$ cat src/rtl/pipeline_defs.sv
// Shared fetch/decode pipeline definitions.
package pipeline_defs;

    localparam int unsigned IF_ID_XLEN  = 64;
    localparam int unsigned IF_ID_ILEN  = 32;
    localparam int unsigned IF_ID_DEPTH = 2;

    // One fetched word as it travels from fetch to decode.
    typedef struct packed {
        logic [63:0] pc;
        logic [31:0] instruction;
        logic        done;
    } if_id_entry_t;

endpackage

$ cat src/rtl/if_id_stage_buffer.sv
// Fetch->decode stage buffer: DEPTH-entry in-order queue with valid/ready on both sides,
// flush on redirect, and a saturating count of decode-starved cycles.
module if_id_stage_buffer
    import pipeline_defs::*;
#(
    parameter int unsigned XLEN  = IF_ID_XLEN,
    parameter int unsigned ILEN  = IF_ID_ILEN,
    parameter int unsigned DEPTH = IF_ID_DEPTH
) (
    input  logic                       clk,
    input  logic                       reset_n,
    input  logic                       flush,
    input  logic                       in_valid,
    output logic                       in_ready,
    input  logic [XLEN-1:0]            in_pc,
    input  logic [ILEN-1:0]            in_instruction,
    input  logic                       in_done,
    output logic                       out_valid,
    input  logic                       out_ready,
    output logic [XLEN-1:0]            out_pc,
    output logic [ILEN-1:0]            out_instruction,
    output logic                       out_done,
    output logic [$clog2(DEPTH+1)-1:0] occupancy,
    output logic [31:0]                starve_count
);

    localparam int unsigned PW = $clog2(DEPTH);
    localparam int unsigned OW = $clog2(DEPTH+1);

    if_id_entry_t   mem_q [DEPTH];
    logic [PW-1:0]  head_q, head_d;
    logic [PW-1:0]  tail_q, tail_d;
    logic [OW-1:0]  occ_q, occ_d;
    logic [31:0]    starve_q, starve_d;

    logic           push;
    logic           pop;
    if_id_entry_t   wr_entry;
    if_id_entry_t   head_entry;

    // Handshake qualification; ready/valid come only from registered occupancy.
    always_comb begin
        in_ready  = (occ_q != OW'(DEPTH));
        out_valid = (occ_q != '0);
        push      = in_valid & in_ready & ~flush;
        pop       = out_valid & out_ready & ~flush;
        wr_entry             = '0;
        wr_entry.pc          = in_pc;
        wr_entry.instruction = in_instruction;
        wr_entry.done        = in_done;
    end

    // Next-state for pointers, occupancy and starve counter; flush overrides push/pop.
    always_comb begin
        head_d   = head_q;
        tail_d   = tail_q;
        occ_d    = occ_q;
        starve_d = starve_q;
        if (flush) begin
            head_d = '0;
            tail_d = '0;
            occ_d  = '0;
        end else begin
            // DEPTH is a power of two, so pointer overflow is the wrap.
            if (push) tail_d = tail_q + PW'(1);
            if (pop)  head_d = head_q + PW'(1);
            if (push && !pop)      occ_d = occ_q + OW'(1);
            else if (pop && !push) occ_d = occ_q - OW'(1);
        end
        if (out_ready && !out_valid && !flush && (starve_q != '1)) begin
            starve_d = starve_q + 32'd1;
        end
    end

    // Control state with asynchronous reset.
    always_ff @(posedge clk or negedge reset_n) begin
        if (!reset_n) begin
            head_q   <= '0;
            tail_q   <= '0;
            occ_q    <= '0;
            starve_q <= '0;
        end else begin
            head_q   <= head_d;
            tail_q   <= tail_d;
            occ_q    <= occ_d;
            starve_q <= starve_d;
        end
    end

    // Entry storage; contents are don't-care while not counted by occupancy.
    always_ff @(posedge clk) begin
        if (push) mem_q[tail_q] <= wr_entry;
    end

    // Head presentation: zeros when empty so decode sees a clean bubble.
    always_comb begin
        head_entry      = out_valid ? mem_q[head_q] : '0;
        out_pc          = XLEN'(head_entry.pc);
        out_instruction = ILEN'(head_entry.instruction);
        out_done        = head_entry.done;
        occupancy       = occ_q;
        starve_count    = starve_q;
    end

endmodule

$ cat config.mk
export PLATFORM = sky130hd
export DESIGN_NAME = if_id_stage_buffer
export DESIGN_NICKNAME = d
export VERILOG_FILES = /design/src/rtl/pipeline_defs.sv /design/src/rtl/if_id_stage_buffer.sv
export SDC_FILE = /design/constraint.sdc
export NUM_CORES = 1
export LEC_CHECK = 0
export CORE_UTILIZATION = 35
export CTS_BUF_LIST = sky130_fd_sc_hd__clkbuf_8
export DETAILED_ROUTE_END_ITERATION = 10
export GPL_TIMING_DRIVEN = 1
export REMOVE_ABC_BUFFERS = 1
export SLEW_MARGIN = 15
export SYNTH_ARGS = -nofsm -noshare
export SYNTH_HDL_FRONTEND = slang
export SYNTH_SLANG_ARGS = --single-unit
$ cat constraint.sdc
create_clock -name clk -period 12.9 [get_ports clk]
set_input_delay 1.935 -clock clk [delete_from_list [all_inputs] [get_ports clk]]
set_output_delay 1.935 -clock clk [all_outputs]
set_load 0.02 [all_outputs]
==> impl_results.md <==
- DRT Pass-1 Iters: 4
- Syn avg cell area: 15.5 um2
- Critical path type: reg2out
- Vias post-DR: 5695
- Rows: just under 60
- Gr ovfl total: 0
- Final period util: 0.414
- Post-CTS sizing: 0
- Sequential area share after synthesis: 0.737
- Final Skew: approximately 16 ps
- Clock-pin slew on the worst setup and hold paths: around 60 ps
- Number of synthesized flops with an enable pin: between 150 and 200
- Clk sinks: 230
- Worst vdd ir: 0.0646 mV
- Vias per cell: 4.72
- GPL Wtd Cong: 0.804
- I/O Buffers: about 230
- TritonCTS buffer count: 39
- Most frequent cells in the layout: clkdlybuf4s50_1, edfxtp_1, nor2_1
- Total power: about 1.7 mW
- Vias in the first global route: between 5000 and 6000
- Hold_sp: starve_count[20]
- Critical-path maximum fanout: 50
- Initial antenna violation count: 1
- Drt total wl: ~21000 um
- Nets: 950
- Number of max-cap violations: 0
- Hold crit path type: reg2reg
- Share of post-route cells with drive strength above 1: 0.0777
- Library cells used by synthesis: 42
- Top cells by area, synth: edfxtp_1, mux2i_1, dfrtp_1
- Residual DRC: 0
- # fillers: around 2200
- CTS tree: yes
- Status: complete, no violations
- H-tree depth: 2
- Final hold violations: 0
- Largest net degree at the start of global routing: 66
- Reg2reg start: occupancy[0]
- Initial Utilization: 0.359
- Core footprint: approximately 25000 um2
- Pleak: 4.42 nW
- Die W: between 150 and 200 um
- Fmax: around 0.19 GHz
- Post-synth top area share: 0.639
- Post-CTS setup buffers: 0
- GRT Total Usage: 0.156
- Io pins: approximately 240
- Critical path data arrival time: between 3000 and 4000 ps
- Final HPWL DP: between 10000 and 15000 um
- Mapped cell area: 9120 um2
- Root Driver: clkbuf_8
- Die area: ~27000 um2
- Worst relative slew slack: 0.398
- Setup TNS: 0 ps
- First-pass GRT wire length: 31800 um
- Crit path launch: head_q
- Pwr Density: ~140 nW/um2
- Clk buf depth: 3
- Clk_lat worst skew: roughly 520 ps
- Post-synth top area cell: edfxtp_1
- Die height: between 150 and 200 um
- Startpoint class of the critical path: flop
- P&R area growth vs syn: 38.1%
- WP data required: approximately 11000 ps
- Asr flop ratio synth: 0.157
- Worst slew pin tran: between 900 and 1000 ps
- Final setup vio count: 0
- Yosys warnings: 0
- Register bit total from synthesis: 230
- Starting DRT DRC Count: approximately 300
- Min Tclk post-route: between 5000 and 6000 ps
- Ys flop type: edfxtp_1
- Most common cell after layout, fill and taps aside: clkdlybuf4s50_1
- Unrepaired setup endpoints after global routing: no
- Antenna viol nets, final: 0
- Critical Path Sink Type: output port
- Fin. max-slew vios: 0
- Synthesized instance count: slightly below 600
- DR WL/cell: around 17 um
- Post-CTS Hold Fix Bufs: 0
-- per-stage QoR --
step	hold WS [ps]	area (um2)	setup WS (ps)	instances	util
after floorplan	519	9020	3100	564	-
after global placement	476	11900	8070	1136	0.467
after global routing	514	12600	7350	1206	0.496
after detailed placement	486	11900	8070	1136	0.467
after CTS	494	12600	7480	1205	0.496
final	492	12600	7560	1206	0.496
-- state kept, by name, summed over array words and instances (netlist names) --
register	count
head_q	1
mem_q	194
occupancy	2
starve_count	32
tail_q	1
-- cells by family (layout without fill, tap and decap cells) --
| family | Yosys count | count (layout) | share of synthesized area |
|---|---|---|---|
| buf+inv | 27 | 315 | 0.0125 |
| compound gates | 11 | 11 | 0.00809 |
| simple gates | 189 | 189 | 0.103 |
| flops | 230 | 230 | 0.737 |
| fa+ha+maj | 1 | 1 | 0.00137 |
| xor+xnor | 30 | 30 | 0.0288 |
| mux | 99 | 99 | 0.109 |
| other cells | 0 | 1 | 0 |
-- worst max-delay path: stages (launching register included) --
cell and delay, ps:
dfrtp_4 990, buf_4 780, mux2i_1 200, nor2_1 170, clkdlybuf4s50_1 620
-- routing by layer --
metal	vias up	GRT usage	share of wire
met3	26	0.0482	0.093
met1	2759	0.206	0.44
met2	216	0.244	0.46
met5	-	0	0
li1	2694	-	-
met4	0	0.0450	0.012
-- cells in the mapped netlist (4+ instances only) --
master and n:
nand4_1 11, nand2_1 15, xor2_1 16, buf_1 6, nor2_1 110, edfxtp_1 194, nor3_1 9, buf_2 4
dfrtp_1 36, clkbuf_1 12, and4_1 5, nand3_1 13, xnor2_1 14, mux2i_1 97, and3_1 5
-- worst paths after layout --
path	endpoint	slack, ps	depth (start not counted)
setup / recovery	out_pc[43]	7560	4
hold / removal	starve_count[20]	490	1
setup reg to reg	starve_count[14]	10500	7
hold reg to reg	starve_count[20]	490	1
max in group asynchronous	head_q	10690	2
min in group asynchronous	starve_count[10]	1830	2
-- power breakdown --
| group | leakage (nW) | switching [mW] | internal [mW] | total, mW |
|---|---|---|---|---|
| Combinational | 1.73 | 0.115 | 0.111 | 0.226 |
| Sequential | 2.26 | 0.0297 | 0.846 | 0.876 |
| Clock | 0.427 | 0.278 | 0.339 | 0.617 |
| Total | 4.42 | 0.422 | 1.30 | 1.72 |
-- final cells by class --
| type | instances | area [um2] | area share |
|---|---|---|---|
| clock inverter | 27 | 163 | 0.0129 |
| multi-input combinational | 330 | 2300 | 0.182 |
| clock buffer | 42 | 578 | 0.0459 |
| timing repair buffer | 242 | 2400 | 0.191 |
| sequential | 230 | 6730 | 0.534 |
| tap | 330 | 413 | 0.0328 |
| inverter | 4 | 15.0 | 0.00119 |
| antenna | 1 | 2.50 | 0.000199 |
Power figures use the tool's default switching activity.
